**config.mk**
```make
export PLATFORM = sky130hd
export DESIGN_NAME = ulpi_reg_access_flat
export DESIGN_NICKNAME = d
export VERILOG_FILES = /design/src/rtl/ulpi_reg_access_if.sv /design/src/rtl/ulpi_reg_access.sv /design/src/flat_wrapper.sv
export SDC_FILE = /design/constraint.sdc
export NUM_CORES = 1
export LEC_CHECK = 0
export CAP_MARGIN = 20
export CORE_MARGIN = 10
export CORE_UTILIZATION = 40
export CTS_BUF_LIST = sky130_fd_sc_hd__clkbuf_8 sky130_fd_sc_hd__clkbuf_16
export DETAILED_ROUTE_END_ITERATION = 12
export GPL_TIMING_DRIVEN = 0
export PLACE_DENSITY = 0.66
export SYNTH_ARGS = -nofsm -noshare
export SYNTH_HDL_FRONTEND = slang
export SYNTH_SLANG_ARGS = --single-unit
```
**constraint.sdc**
```tcl
create_clock -name clk -period 2.6 [get_ports clk]
set_input_delay 0.52 -clock clk [delete_from_list [all_inputs] [get_ports clk]]
set_output_delay 0.52 -clock clk [all_outputs]
set_load 0.01 [all_outputs]
```
**src/rtl/ulpi_reg_access_if.sv**
```systemverilog
// rtl/ulpi_reg_access_if.sv - request/response and ULPI pin bundle for ulpi_reg_access
//
// Purpose: groups the controller-side request/response signals and the ULPI pins
//          seen by the register access engine.
// Ports (signals):
//   START, RW, ADDR[7:0], WDATA[7:0]   request from the ULPI controller
//   BUSY, DONE, ERR[1:0], RDATA[7:0]   status/result back to the controller
//   DIR, NXT, ULPI_DATA_IN[7:0]        ULPI pins driven by the PHY
//   STP, ULPI_DATA_OUT[7:0], ULPI_OE   ULPI pins driven by the link
// Modports:
//   slave  - the register access engine
//   master - controller + PHY side (the environment)
interface ulpi_reg_access_if;
    logic       START;
    logic       RW;
    logic [7:0] ADDR;
    logic [7:0] WDATA;
    logic       BUSY;
    logic       DONE;
    logic [1:0] ERR;
    logic [7:0] RDATA;
    logic       DIR;
    logic       NXT;
    logic       STP;
    logic [7:0] ULPI_DATA_IN;
    logic [7:0] ULPI_DATA_OUT;
    logic       ULPI_OE;

    modport slave (
        input  START, RW, ADDR, WDATA, DIR, NXT, ULPI_DATA_IN,
        output BUSY, DONE, ERR, RDATA, STP, ULPI_DATA_OUT, ULPI_OE
    );

    modport master (
        output START, RW, ADDR, WDATA, DIR, NXT, ULPI_DATA_IN,
        input  BUSY, DONE, ERR, RDATA, STP, ULPI_DATA_OUT, ULPI_OE
    );
endinterface

```
**src/rtl/ulpi_reg_access.sv**
```systemverilog
// rtl/ulpi_reg_access.sv - ULPI register read/write engine with extended addressing
//
// Purpose: issues ULPI register write/read transactions (immediate or 0x2F-escaped
//          extended address), with NXT/DIR wait timeouts and PHY abort detection.
//          Owns the ULPI bus only while BUSY is high.
// Ports:
//   clk  - ULPI 60 MHz clock
//   rst  - synchronous active-high reset
//   bus  - ulpi_reg_access_if.slave: request/status and ULPI pins
// All outputs are registered; output values are decoded from the next state.
module ulpi_reg_access #(
    parameter int EXT_ADDR_EN = 1,
    parameter int NXT_TIMEOUT = 15,
    parameter int CNT_W       = 4
) (
    input logic              clk,
    input logic              rst,
    ulpi_reg_access_if.slave bus
);
    localparam logic [3:0] S_IDLE    = 4'd0;
    localparam logic [3:0] S_TXCMD   = 4'd1;
    localparam logic [3:0] S_EXTADDR = 4'd2;
    localparam logic [3:0] S_WR      = 4'd3;
    localparam logic [3:0] S_STP     = 4'd4;
    localparam logic [3:0] S_TURN1   = 4'd5;
    localparam logic [3:0] S_RD      = 4'd6;
    localparam logic [3:0] S_TURN2   = 4'd7;
    localparam logic [3:0] S_ABORT   = 4'd8;

    localparam logic [1:0] ERR_OK    = 2'b00;
    localparam logic [1:0] ERR_ABORT = 2'b01;
    localparam logic [1:0] ERR_TMO   = 2'b10;

    // Counter holds the number of completed cycles already spent in the state,
    // so the timeout fires at the end of the NXT_TIMEOUT-th cycle.
    localparam logic [CNT_W-1:0] CNT_LAST = CNT_W'(NXT_TIMEOUT - 1);

    logic [3:0]       state_q, state_d;
    logic [CNT_W-1:0] cnt_q, cnt_d;
    logic             rw_q, rw_d;
    logic             ext_q, ext_d;
    logic [7:0]       addr_q, addr_d;
    logic [7:0]       wdata_q, wdata_d;
    logic [1:0]       err_q, err_d;
    logic [7:0]       rdata_q, rdata_d;
    logic             busy_q, busy_d;
    logic             done_q, done_d;
    logic             stp_q, stp_d;
    logic             oe_q, oe_d;
    logic [7:0]       dout_q, dout_d;
    logic             timeout;
    logic [7:0]       txcmd;

    assign timeout = (cnt_q == CNT_LAST);

    // Uses the next-cycle request fields so the TX command is on the bus the
    // cycle right after START is accepted.
    assign txcmd = {(rw_d ? 2'b11 : 2'b10), (ext_d ? 6'h2F : addr_d[5:0])};

    always_comb begin
        state_d = state_q;
        rw_d    = rw_q;
        ext_d   = ext_q;
        addr_d  = addr_q;
        wdata_d = wdata_q;
        err_d   = err_q;
        rdata_d = rdata_q;
        done_d  = 1'b0;
        cnt_d   = '0;

        case (state_q)
            S_IDLE: begin
                if (bus.START && !bus.DIR) begin
                    rw_d    = bus.RW;
                    addr_d  = bus.ADDR;
                    wdata_d = bus.WDATA;
                    ext_d   = (EXT_ADDR_EN != 0) && (bus.ADDR >= 8'h2F);
                    err_d   = ERR_OK;
                    state_d = S_TXCMD;
                end
            end
            // DIR wins over NXT: the PHY has taken the bus.
            S_TXCMD: begin
                if (bus.DIR) begin
                    err_d   = ERR_ABORT;
                    state_d = S_ABORT;
                end else if (bus.NXT) begin
                    state_d = ext_q ? S_EXTADDR : (rw_q ? S_TURN1 : S_WR);
                end else if (timeout) begin
                    err_d   = ERR_TMO;
                    state_d = S_STP;
                end
            end
            S_EXTADDR: begin
                if (bus.DIR) begin
                    err_d   = ERR_ABORT;
                    state_d = S_ABORT;
                end else if (bus.NXT) begin
                    state_d = rw_q ? S_TURN1 : S_WR;
                end else if (timeout) begin
                    err_d   = ERR_TMO;
                    state_d = S_STP;
                end
            end
            S_WR: begin
                if (bus.DIR) begin
                    err_d   = ERR_ABORT;
                    state_d = S_ABORT;
                end else if (bus.NXT) begin
                    state_d = S_STP;
                end else if (timeout) begin
                    err_d   = ERR_TMO;
                    state_d = S_STP;
                end
            end
            S_STP: begin
                done_d  = 1'b1;
                state_d = S_IDLE;
            end
            S_TURN1: begin
                if (bus.DIR) begin
                    state_d = S_RD;
                end else if (timeout) begin
                    err_d   = ERR_TMO;
                    done_d  = 1'b1;
                    state_d = S_IDLE;
                end
            end
            // NXT high here means the PHY is returning an RX command instead
            // of register data, so the read is treated as aborted.
            S_RD: begin
                if (!bus.NXT) begin
                    rdata_d = bus.ULPI_DATA_IN;
                    err_d   = ERR_OK;
                end else begin
                    err_d   = ERR_ABORT;
                end
                state_d = S_TURN2;
            end
            S_TURN2: begin
                if (!bus.DIR) begin
                    done_d  = 1'b1;
                    state_d = S_IDLE;
                end else if (timeout) begin
                    err_d   = ERR_TMO;
                    done_d  = 1'b1;
                    state_d = S_IDLE;
                end
            end
            S_ABORT: begin
                state_d = S_TURN2;
            end
            default: begin
                state_d = S_IDLE;
            end
        endcase

        if ((state_d == state_q) &&
            (state_q inside {S_TXCMD, S_EXTADDR, S_WR, S_TURN1, S_TURN2})) begin
            cnt_d = cnt_q + CNT_W'(1);
        end
    end

    always_comb begin
        oe_d   = 1'b0;
        dout_d = 8'h00;
        stp_d  = 1'b0;
        busy_d = (state_d != S_IDLE);
        case (state_d)
            S_TXCMD: begin
                oe_d   = 1'b1;
                dout_d = txcmd;
            end
            S_EXTADDR: begin
                oe_d   = 1'b1;
                dout_d = addr_d;
            end
            S_WR: begin
                oe_d   = 1'b1;
                dout_d = wdata_d;
            end
            S_STP: begin
                oe_d  = 1'b1;
                stp_d = 1'b1;
            end
            default: begin
                oe_d = 1'b0;
            end
        endcase
    end

    always_ff @(posedge clk) begin
        if (rst) begin
            state_q <= S_IDLE;
            cnt_q   <= '0;
            rw_q    <= 1'b0;
            ext_q   <= 1'b0;
            addr_q  <= 8'h00;
            wdata_q <= 8'h00;
            err_q   <= ERR_OK;
            rdata_q <= 8'h00;
            busy_q  <= 1'b0;
            done_q  <= 1'b0;
            stp_q   <= 1'b0;
            oe_q    <= 1'b0;
            dout_q  <= 8'h00;
        end else begin
            state_q <= state_d;
            cnt_q   <= cnt_d;
            rw_q    <= rw_d;
            ext_q   <= ext_d;
            addr_q  <= addr_d;
            wdata_q <= wdata_d;
            err_q   <= err_d;
            rdata_q <= rdata_d;
            busy_q  <= busy_d;
            done_q  <= done_d;
            stp_q   <= stp_d;
            oe_q    <= oe_d;
            dout_q  <= dout_d;
        end
    end

    assign bus.BUSY          = busy_q;
    assign bus.DONE          = done_q;
    assign bus.ERR           = err_q;
    assign bus.RDATA         = rdata_q;
    assign bus.STP           = stp_q;
    assign bus.ULPI_DATA_OUT = dout_q;
    assign bus.ULPI_OE       = oe_q;
endmodule

```
**src/flat_wrapper.sv**
```systemverilog
// flat-port wrapper written by rule: the top's interface ports become plain ports
module ulpi_reg_access_flat 
#(
    parameter int EXT_ADDR_EN = 1,
    parameter int NXT_TIMEOUT = 15,
    parameter int CNT_W       = 4
)
  (clk, rst, bus_START, bus_RW, bus_ADDR, bus_WDATA, bus_DIR, bus_NXT, bus_ULPI_DATA_IN, bus_BUSY, bus_DONE, bus_ERR, bus_RDATA, bus_STP, bus_ULPI_DATA_OUT, bus_ULPI_OE);
  ulpi_reg_access_if bus_i ();
  input logic clk;
  input logic rst;
  input wire logic [$bits(bus_i.START)-1:0] bus_START;
  input wire logic [$bits(bus_i.RW)-1:0] bus_RW;
  input wire logic [$bits(bus_i.ADDR)-1:0] bus_ADDR;
  input wire logic [$bits(bus_i.WDATA)-1:0] bus_WDATA;
  input wire logic [$bits(bus_i.DIR)-1:0] bus_DIR;
  input wire logic [$bits(bus_i.NXT)-1:0] bus_NXT;
  input wire logic [$bits(bus_i.ULPI_DATA_IN)-1:0] bus_ULPI_DATA_IN;
  output wire logic [$bits(bus_i.BUSY)-1:0] bus_BUSY;
  output wire logic [$bits(bus_i.DONE)-1:0] bus_DONE;
  output wire logic [$bits(bus_i.ERR)-1:0] bus_ERR;
  output wire logic [$bits(bus_i.RDATA)-1:0] bus_RDATA;
  output wire logic [$bits(bus_i.STP)-1:0] bus_STP;
  output wire logic [$bits(bus_i.ULPI_DATA_OUT)-1:0] bus_ULPI_DATA_OUT;
  output wire logic [$bits(bus_i.ULPI_OE)-1:0] bus_ULPI_OE;
  assign bus_i.START = bus_START;
  assign bus_i.RW = bus_RW;
  assign bus_i.ADDR = bus_ADDR;
  assign bus_i.WDATA = bus_WDATA;
  assign bus_i.DIR = bus_DIR;
  assign bus_i.NXT = bus_NXT;
  assign bus_i.ULPI_DATA_IN = bus_ULPI_DATA_IN;
  assign bus_BUSY = bus_i.BUSY;
  assign bus_DONE = bus_i.DONE;
  assign bus_ERR = bus_i.ERR;
  assign bus_RDATA = bus_i.RDATA;
  assign bus_STP = bus_i.STP;
  assign bus_ULPI_DATA_OUT = bus_i.ULPI_DATA_OUT;
  assign bus_ULPI_OE = bus_i.ULPI_OE;
  ulpi_reg_access #(.EXT_ADDR_EN(EXT_ADDR_EN), .NXT_TIMEOUT(NXT_TIMEOUT), .CNT_W(CNT_W)) u_core (.clk(clk), .rst(rst), .bus(bus_i));
endmodule
```
# Word level (Yosys, flattened, before mapping)
# Cells that the tools add are included.
# Widths: inputs -> output; s select.
# word_totals
ram_bits	0
word_cells	87
latchBits	0
romBits	0
memories	0
ff_bits	48
# op_classes
shifts	0
mux	39
div	0
n_mul	0
order_cmp	1
eq_ne	18
bitwise_logic	2
n_addsub	1
reduce_logical	13
# ops
op	count
$mux 4	11
$mux 8	4
$pmux 4 s7	1
$pmux 8 s3	1
$eq 4x3->1 const B	5
$eq 4x2->1 const B	4
$mux 2	6
$mux 1	11
$pmux 2 s5	1
$reduce_bool 5->1	2
$eq 4x1->1 const B	2
$eq 4x4->1 const B	2
$ge 8x6->1 const B	1
$mux 3	2
$mux 6	1
$reduce_and 5->1	1
$add 4x1->4 const B	1
$eq 4x4->1	1
$logic_not 4->1	1
$ne 2x2->1 const B	2
$reduce_bool 4->1	1
$reduce_or 2->1	2
$reduce_or 4->1	1
$ne 3x3->1 const B	1
7 further kinds	9

# Depth between registers and ports, before layout
# Gate-level depths: netlist (run 1).
# depth
word_depth	9
ltp_mapped	9
ltp_nobuf	8

# Worst setup path before layout (run 1)
# OpenSTA, ideal clock, no wires.
# synth_path
path_type	input port to flip-flop
from	in bus_NXT
to	reg u_core.dout_q[4] (netlist: u_core.bus.ULPI_DATA_OUT[4])
arrival_time_ps	2184
n_path_buf	1
path_stages	6
setup_slack_ps	341
required_time_ps	2526
cell_sequence	buf_2 or4b_1 a2111oi_2 nor3_2 or3_1 a31oi_1
# synth_between
elab_chain_len	5
elab_cells_between_ends	11
classes_between	3 x eq/ne; 8 x mux
# synth_lines
element	line	source
start, declared	flat_wrapper.sv:17	input wire logic [$bits(bus_i.NXT)-1:0] bus_NXT;
$mux 4, on equally long branches	ulpi_reg_access.sv:109, ulpi_reg_access.sv:87, ulpi_reg_access.sv:98	
$mux 4, on equally long branches	ulpi_reg_access.sv:106, ulpi_reg_access.sv:84, ulpi_reg_access.sv:95	
$pmux 4 s7 (*)	ulpi_reg_access.sv:71	case (state_q)
$eq 4x2->1 or $eq 4x1->1 (tied branches)	ulpi_reg_access.sv:169	case (state_d)
$pmux 8 s3 (*)	ulpi_reg_access.sv:169	
end signal, assigned	ulpi_reg_access.sv:220	dout_q <= dout_d;
end, declared	ulpi_reg_access.sv:50	logic [7:0] dout_q, dout_d;
# Mark *: on every way between the ends. The rest lies on a longest branch, timed or not.
# A chain may end at the register's enable or synchronous reset.

# Worst setup path in the final report (run 1)
# layout_path
from	in bus_DIR
to	reg u_core.dout_q[4] (netlist: u_core.bus.ULPI_DATA_OUT[4])
# layout_between
elab_chain_len	6
elab_cells_between_ends	20
classes_between	3 x eq/ne; 15 x mux; 2 x reduce/logical
# layout_lines
element	line	source
start, declared	flat_wrapper.sv:16	input wire logic [$bits(bus_i.DIR)-1:0] bus_DIR;
$logic_not 1->1	ulpi_reg_access.sv:73	if (bus.START && !bus.DIR) begin
$logic_and 1x1->1	ulpi_reg_access.sv:73	
$mux 4 (tied with other cells)	ulpi_reg_access.sv:73	
$pmux 4 s7 (tied with other cells)	ulpi_reg_access.sv:71	
$eq 4x2->1 (tied with other cells)	ulpi_reg_access.sv:169	
$pmux 8 s3 (*)	ulpi_reg_access.sv:169	
# Marked as above.

==> results of run 1 <==
-- what timing repair did --
action	in CTS	in global routing
resized for setup	2	16
pin swaps	0	5
endpoints found under the setup margin	8	13
buffers inserted	0	7
-- layer usage --
layer | GRT usage (%) | vias up | wire [um]
met5 | 0 | - | 0
met4 | 3.99 | 0 | 53
met3 | 4.24 | 4 | 460
met2 | 18.6 | 58 | 2630
met1 | 17.4 | 940 | 2700
li1 | - | 1009 | -
-- cells in the mapped netlist (2+ instances only) --
library cell,number,area [sq um]
buf_2,5,25.0
nand2b_1,4,25.0
nand2_1,7,26.3
o211ai_1,6,45.0
xnor2_1,2,17.5
nor2_1,39,146
ha_1,2,25.0
dfxtp_1,48,961
or4b_1,2,20.0
mux2i_1,25,250
inv_1,3,11.3
buf_6,2,22.5
nor3_2,2,20.0
inv_2,3,11.3
mux2_2,2,22.5
a31oi_1,4,25.0
nor2b_1,5,31.3
nand3b_1,4,30.0
clkbuf_1,8,30.0
a21oi_1,12,60.1
nor3_1,6,30.0
or3_1,8,50.1
o21ai_0,2,10.0
o31ai_1,2,15.0
nor3b_1,2,15.0
nand3_1,11,55.1
-- placed cells by master, fill, tap and decap left out, types with 6 or more instances in the layout --
| cell | count |
|---|---|
| nor3_1 | 6 |
| nand2_1 | 7 |
| o211ai_1 | 6 |
| dfxtp_1 | 48 |
| clkbuf_8 | 6 |
| nand3_1 | 11 |
| nor2_1 | 39 |
| or3_1 | 8 |
| buf_4 | 8 |
| mux2i_1 | 24 |
| a21oi_1 | 11 |
| clkdlybuf4s50_1 | 50 |
-- sequential cells by signal, summed over array words and instances (netlist names), 2 cells and up --
| register | cells |
|---|---|
| u_core.addr_q | 8 |
| u_core.bus.RDATA | 8 |
| u_core.bus.ULPI_DATA_OUT | 8 |
| u_core.wdata_q | 8 |
| u_core.cnt_q | 4 |
| u_core.state_q | 4 |
| u_core.bus.ERR | 2 |
-- report_power, final --
group | internal, mW | switching (mW) | total, mW | leakage, nW
Combinational | 0.174 | 0.183 | 0.357 | 0.757
Clock | 0.212 | 0.246 | 0.458 | 0.0473
Sequential | 0.771 | 0.0182 | 0.789 | 0.390
Total | 1.16 | 0.447 | 1.60 | 1.19
-- worst max-delay path by stage --
stage            start                          end
3_5_place_dp   bus_DIR  u_core.bus.ULPI_DATA_OUT[5]
3_3_place_gp   bus_DIR  u_core.bus.ULPI_DATA_OUT[5]
2_1_floorplan  bus_NXT  u_core.bus.ULPI_DATA_OUT[4]
4_1_cts        bus_NXT  u_core.bus.ULPI_DATA_OUT[3]
6_report       bus_DIR  u_core.bus.ULPI_DATA_OUT[4]
5_1_grt        bus_DIR  u_core.bus.ULPI_DATA_OUT[4]
-- cells by family after synthesis --
family | count (synthesis) | share of synthesized area [%]
AND/OR/NAND/NOR | 101 | 25.0
flip-flops | 48 | 42.4
AO/OA/AOI/OAI | 41 | 12.9
multiplexers | 28 | 13.0
buffers and inverters | 21 | 4.42
XOR/XNOR | 3 | 1.16
adder cells (fa/ha/maj) | 2 | 1.10
-- final cells by class --
type	count	area (sq um)
multi-input cells	175	1250
fillers	503	2430
flip-flops and latches	48	961
repair buffers	58	566
clock buffers	6	82.6
plain buffers	14	87.6
well taps	72	90.1
clock inverters	1	8.76
inverters	6	22.5
-- metrics by stage --
step / hold slack, ns / cell area [sq um] / utilization (%) / total power [mW]
after CTS: 0.491 / 2970 / 53.9 / 1.60
final: 0.484 / 3070 / 55.8 / 1.60
after floorplan: 0.452 / 2270 / - / 1.01
after detailed placement: 0.477 / 2870 / 52.1 / 1.14
after global placement: 0.453 / 2870 / 52.1 / 1.14
after global routing: 0.509 / 3070 / 55.8 / 1.69
-- worst max-delay path: stages --
cell,delay (ns)
clkdlybuf4s50_1,0.51
buf_4,0.18
nor2b_1,0.05
o211ai_1,0.20
a21oi_2,0.11
or3_1,0.40
buf_2,0.20
or3_1,0.36
a31oi_1,0.19
==> results.md, run 1 <==
* Outcome: finished, final reports clean
* GP Congestion at 0.889
* Hold depth at 1
* Synth warn at 0
* First-pass GRT wire length at 9340 um
* Input/output buffers at 51
* Vias in the first global route at 1,904
* Hold Vio Cnt, Final at 0
* Num CTS Buffers at 5
* CTS Root Cell: clkbuf_8
* Row count at 27
* CTS tree: done
* CTS Hold Bufs at 0
* WHS Endpoint: u_core.bus.ERR[1]
* CP Launch Type: primary input
* Synthesized area per cell at 9.29 sq um
* Power density cells at 522 mW/mm^2
* Crit end category: flop
* Mapped cell area at 0.00227 sq mm
* Top_reg_cell synth: dfxtp_1
* # diodes at 0
* Clock skew at 0.00293 ns
* GR Util All Layers at 12.8%
* Tcrit/Tclk final at 96.7%
* Synth unique cells at 54
* Clock latency on the worst-skew pair at 0.30 ns
* Area growth syn-to-layout at 35.6%
* Clock transition at the registers of the reported paths at 0.08 ns
* CTS Buffer Depth at 2
* Final setup violation count at 0
* Cells after synthesis at 244
* Post-Layout Cell Count at 380
* Die area at 0.00908 sq mm
* Starting density of the core at 41.1%
* Drc violations at 0
* Post-synth EDFFs at 0
* Total wire length at 5840 um
* HP Class: flop to flop
* Peak fanout along the critical path at 10
* Die Span Y at 95.3 um
* Critical Setup Path Class: primary input to flop
* Final worst setup slack at 0.0848 ns
* Slew of the pin with the lowest slew margin at 0.848 ns
* First-pass detailed-route iteration total at 4
* IO Pins at 52
* Largest net degree at the start of global routing at 15
* WL per Instance at 15.4 um
* WP data arrival at 2.74 ns
* Detailed Route Iter0 Violations at 110
* R2R Path End: u_core.bus.ULPI_DATA_OUT[4]
* Dpl hpwl at 4340 um
* H-tree levels at 2
* Via/cell ratio at 5.29
* Initial antenna violation count at 0
* Final min period at 2.52 ns
* Net total in the final layout at 340
* Final ANT Viol Nets at 0
* Final setup TNS at 0 ns
* Hold Startpoint: u_core.bus.ERR[1]
* Reg-to-Reg Start: u_core.state_q[1]
* Post-synthesis register bit count at 48
* Share of cells above drive strength 1 at 14.0%
* Die Span X at 95.3 um
* Max-slew violations at 0
* Reg2Reg Setup Slack at 0.26 ns
* Max-cap violations at 0
* VDD IR max at 0.259 mV
* Leak Pwr at 1.19 nW
* Via Count at 2,011
* Placed cells at 367
* Mapped Nets at 276
* # clock sinks at 48
* Slew HR at 43.2%
* Core ar. at 0.00551 sq mm
* Ys async rst share at 0%
* R2R depth at 8
* Total grt overflow at 0
* Fmax at 398 MHz
* Seq/Total Area, Yosys at 42.4%
* CP Data Required Time at 2.82 ns
* Pre-CTS setup slack at -0.430 ns
Note: power is estimated with default switching activity, not from simulation.
==> inputs of run 2 (changes only) <==
- CELL_PAD_IN_SITES_DETAIL_PLACEMENT: default -> 0
- CELL_PAD_IN_SITES_GLOBAL_PLACEMENT: default -> 1
- CORE_UTILIZATION: 40 -> 37
- CTS_BUF_LIST: sky130_fd_sc_hd__clkbuf_8 sky130_fd_sc_hd__clkbuf_16 -> default
- PLACE_DENSITY: 0.66 -> default
- PLACE_DENSITY_LB_ADDON: default -> 0.1
==> run 2 against run 1 <==
First-iteration DRC count is 4.5% lower. Maximum frequency is 0.48% higher. Hold slack got worse by 0.0064 ns. Register-to-register slack about the same. Critical path type unchanged. Cell area is 2.9% higher.
==> results.md, run 2 (synthesis results as in run 1) <==
* GR Util met1 at 15.1% (was 17.4%)
* Largest net degree at the start of global routing at 17 (was 15)
* Design area at 0.00316 sq mm (was 0.00307 sq mm)
* Most common cell after layout, fill and taps aside: clkdlybuf4s50_1 (unchanged)
* Area growth syn-to-layout at 39.5% (was 35.6%)
* Fillers at 574 (was 503)
* Tot Pwr at 1.82 mW (was 1.60 mW)
* Cell mode on critical path: or3_1 (unchanged)
* Dpl hpwl at 4490 um (was 4340 um)
* H-tree levels at 2 (unchanged)
* Multi-input logic area at 0.00128 sq mm (was 0.00125 sq mm)
* Tcrit/Tclk final at 96.3% (was 96.7%)
* WP data arrival at 2.73 ns (was 2.74 ns)
* Dpl cell area at 0.00287 sq mm (about the same)
* Reg-to-Reg Start: u_core.cnt_q[0] (was u_core.state_q[1])
* Fmax at 399 MHz (was 398 MHz)
* Power density cells at 574 mW/mm^2 (was 522 mW/mm^2)
* Final worst setup slack at 0.0968 ns (was 0.0848 ns)
* Net total in the final layout at 339 (was 340)
* Final ANT Viol Nets at 0 (unchanged)
* Input/output buffers at 51 (unchanged)
* Starting density of the core at 38.3% (was 41.1%)
* Final min period at 2.50 ns (was 2.52 ns)
* Max-cap violations at 0 (unchanged)
* Initial antenna violation count at 0 (unchanged)
* Core Util, Final at 53.4% (was 55.8%)
* Outcome: finished, final reports clean (unchanged)
* CP Launch Type: primary input (unchanged)
* Max-slew violations at 0 (unchanged)
* CP max stage cell: clkdlybuf4s50_1 (unchanged)
* # diodes at 0 (unchanged)
* Post-Layout Cell Count at 383 (was 380)
* Peak fanout along the critical path at 10 (unchanged)
* Clock latency on the worst-skew pair at 0.30 ns (about the same)
* CP Data Required Time at 2.83 ns (was 2.82 ns)
* Slew HR at 44.8% (was 43.2%)
* Die area at 0.00965 sq mm (was 0.00908 sq mm)
* Leak Pwr at 1.22 nW (was 1.19 nW)
* Total grt overflow at 0 (unchanged)
* Hold Vio Cnt, Final at 0 (unchanged)
* WL per Instance at 16.0 um (was 15.4 um)
* Row count at 28 (was 27)
* Highest-count cells in the layout ignoring fill and taps: clkdlybuf4s50_1, dfxtp_1, nor2_1 (unchanged)
* Clock skew at 0.00754 ns (was 0.00293 ns)
* Vias in the first global route at 1,915 (was 1,904)
* CTS Hold Bufs at 0 (unchanged)
* R2R Path End: u_core.bus.ULPI_DATA_OUT[4] (unchanged)
* HP Class: flop to flop (unchanged)
* Total wire length at 6140 um (was 5840 um)
* Final setup violation count at 0 (unchanged)
* First-pass GRT wire length at 9850 um (was 9340 um)
* # clock sinks at 48 (unchanged)
* R2R depth at 8 (unchanged)
* Area of all sequential standard cells at 961 sq um (unchanged)
* Share of cells above drive strength 1 at 15.6% (was 14.0%)
* CP peak stage delay at 0.50 ns (was 0.51 ns)
* WHS Endpoint: u_core.bus.ERR[1] (unchanged)
* VDD IR max at 0.350 mV (was 0.259 mV)
* Detailed Route Iter0 Violations at 105 (was 110)
* Met3 track demand over resource at 5.64% (was 4.24%)
* Num CTS Buffers at 5 (unchanged)
* CTS tree: done (unchanged)
* Slew of the pin with the lowest slew margin at 0.823 ns (was 0.848 ns)
* Core ar. at 0.00592 sq mm (was 0.00551 sq mm)
* Via/cell ratio at 5.23 (was 5.29)
* IO Pins at 52 (unchanged)
* Reg2Reg Setup Slack at 0.27 ns (was 0.26 ns)
* Critical Setup Path Class: primary input to flop (unchanged)
* Placed cells at 370 (was 367)
* Clock transition at the registers of the reported paths at 0.09 ns (was 0.08 ns)
* GP Congestion at 0.803 (was 0.889)
* Via Count at 2,002 (was 2,011)
* M2 GR Usage at 18.4% (was 18.6%)
* Hold depth at 1 (unchanged)
* CTS Buffer Depth at 2 (unchanged)
* First-pass detailed-route iteration total at 4 (unchanged)
* CP cell instances: clkdlybuf4s50_1 > buf_4 > nor2b_1 > o211ai_1 > a21oi_2 > or3_1 > clkbuf_4 > or3_1 > a31oi_1 (was clkdlybuf4s50_1 > buf_4 > nor2b_1 > o211ai_1 > a21oi_2 > or3_1 > buf_2 > or3_1 > a31oi_1)
* Hold Startpoint: u_core.bus.ERR[1] (unchanged)
* CTS Root Cell: clkbuf_8 (unchanged)
* Die Span Y at 98.3 um (was 95.3 um)
* GR Util All Layers at 12.2% (was 12.8%)
* Busiest grt layer: met2 (unchanged)
* Drc violations at 0 (unchanged)
* Pre-CTS setup slack at -0.428 ns (was -0.430 ns)
* Crit end category: flop (unchanged)
* Die Span X at 98.3 um (was 95.3 um)
run 2: timing repair:
| item | in CTS | in global routing |
|---|---|---|
| pin swaps | 0 | 6 |
| setup endpoints to repair | 11 | 12 |
| gates resized for setup | 2 | 23 |
| buffers inserted | 0 | 6 |
| hold endpoints to repair | 0 | 0 |
run 2: critical path, delay by kind of cell:
kind                   cells  cell delay [ns]
AOI/OAI and AO/OA          3             0.56
and+or+nand+nor            3             0.79
buffers and inverters      3             0.87
run 2: metal layers:
layer / wire length [um] / part of all wire, %
met4: 86 / 1.4
met1: 2720 / 44
met5: 0 / 0
met2: 2830 / 46
met3: 506 / 8.2
run 2: cell type report:
class                           instances  share of cell area (%)
Timing Repair Buffer                   57                    18.1
Buffer                                 14                    2.85
Inverter                                6                   0.713
Clock buffer                            5                    2.18
Multi-Input combinational cell        175                    40.7
Sequential cell                        48                    30.4
Tap cell                               75                    2.97
Clock inverter                          3                    2.18
run 2: how the worst max path moves through the flow:
| stage | slack (ns) | startpoint | end | cells past startpoint |
|---|---|---|---|---|
| after floorplan | 0.34 | bus_NXT | u_core.bus.ULPI_DATA_OUT[4] | 6 |
| after global placement | -0.41 | bus_DIR | u_core.bus.ULPI_DATA_OUT[5] | 10 |
| after detailed placement | -0.43 | bus_DIR | u_core.bus.ULPI_DATA_OUT[5] | 10 |
| after CTS | 0.03 | bus_NXT | u_core.bus.ULPI_DATA_OUT[4] | 7 |
| after global routing | -0.008 | bus_DIR | u_core.bus.ULPI_DATA_OUT[4] | 9 |
| final | 0.1 | bus_DIR | u_core.bus.ULPI_DATA_OUT[4] | 9 |
run 2: stage by stage:
stage	hold slack, ns	TNS, ns
finish	0.478	0
global route	0.515	-0.00844
CTS	0.485	0
detailed placement	0.465	-6.12
global placement	0.449	-5.85
floorplan	0.452	0
run 2: where the power goes:
group	switching, mW	total (mW)	internal [mW]	leakage, nW
registers	0.0180	0.789	0.771	0.390
clock network	0.263	0.650	0.387	0.0687
logic	0.190	0.376	0.187	0.765
total	0.471	1.82	1.34	1.22
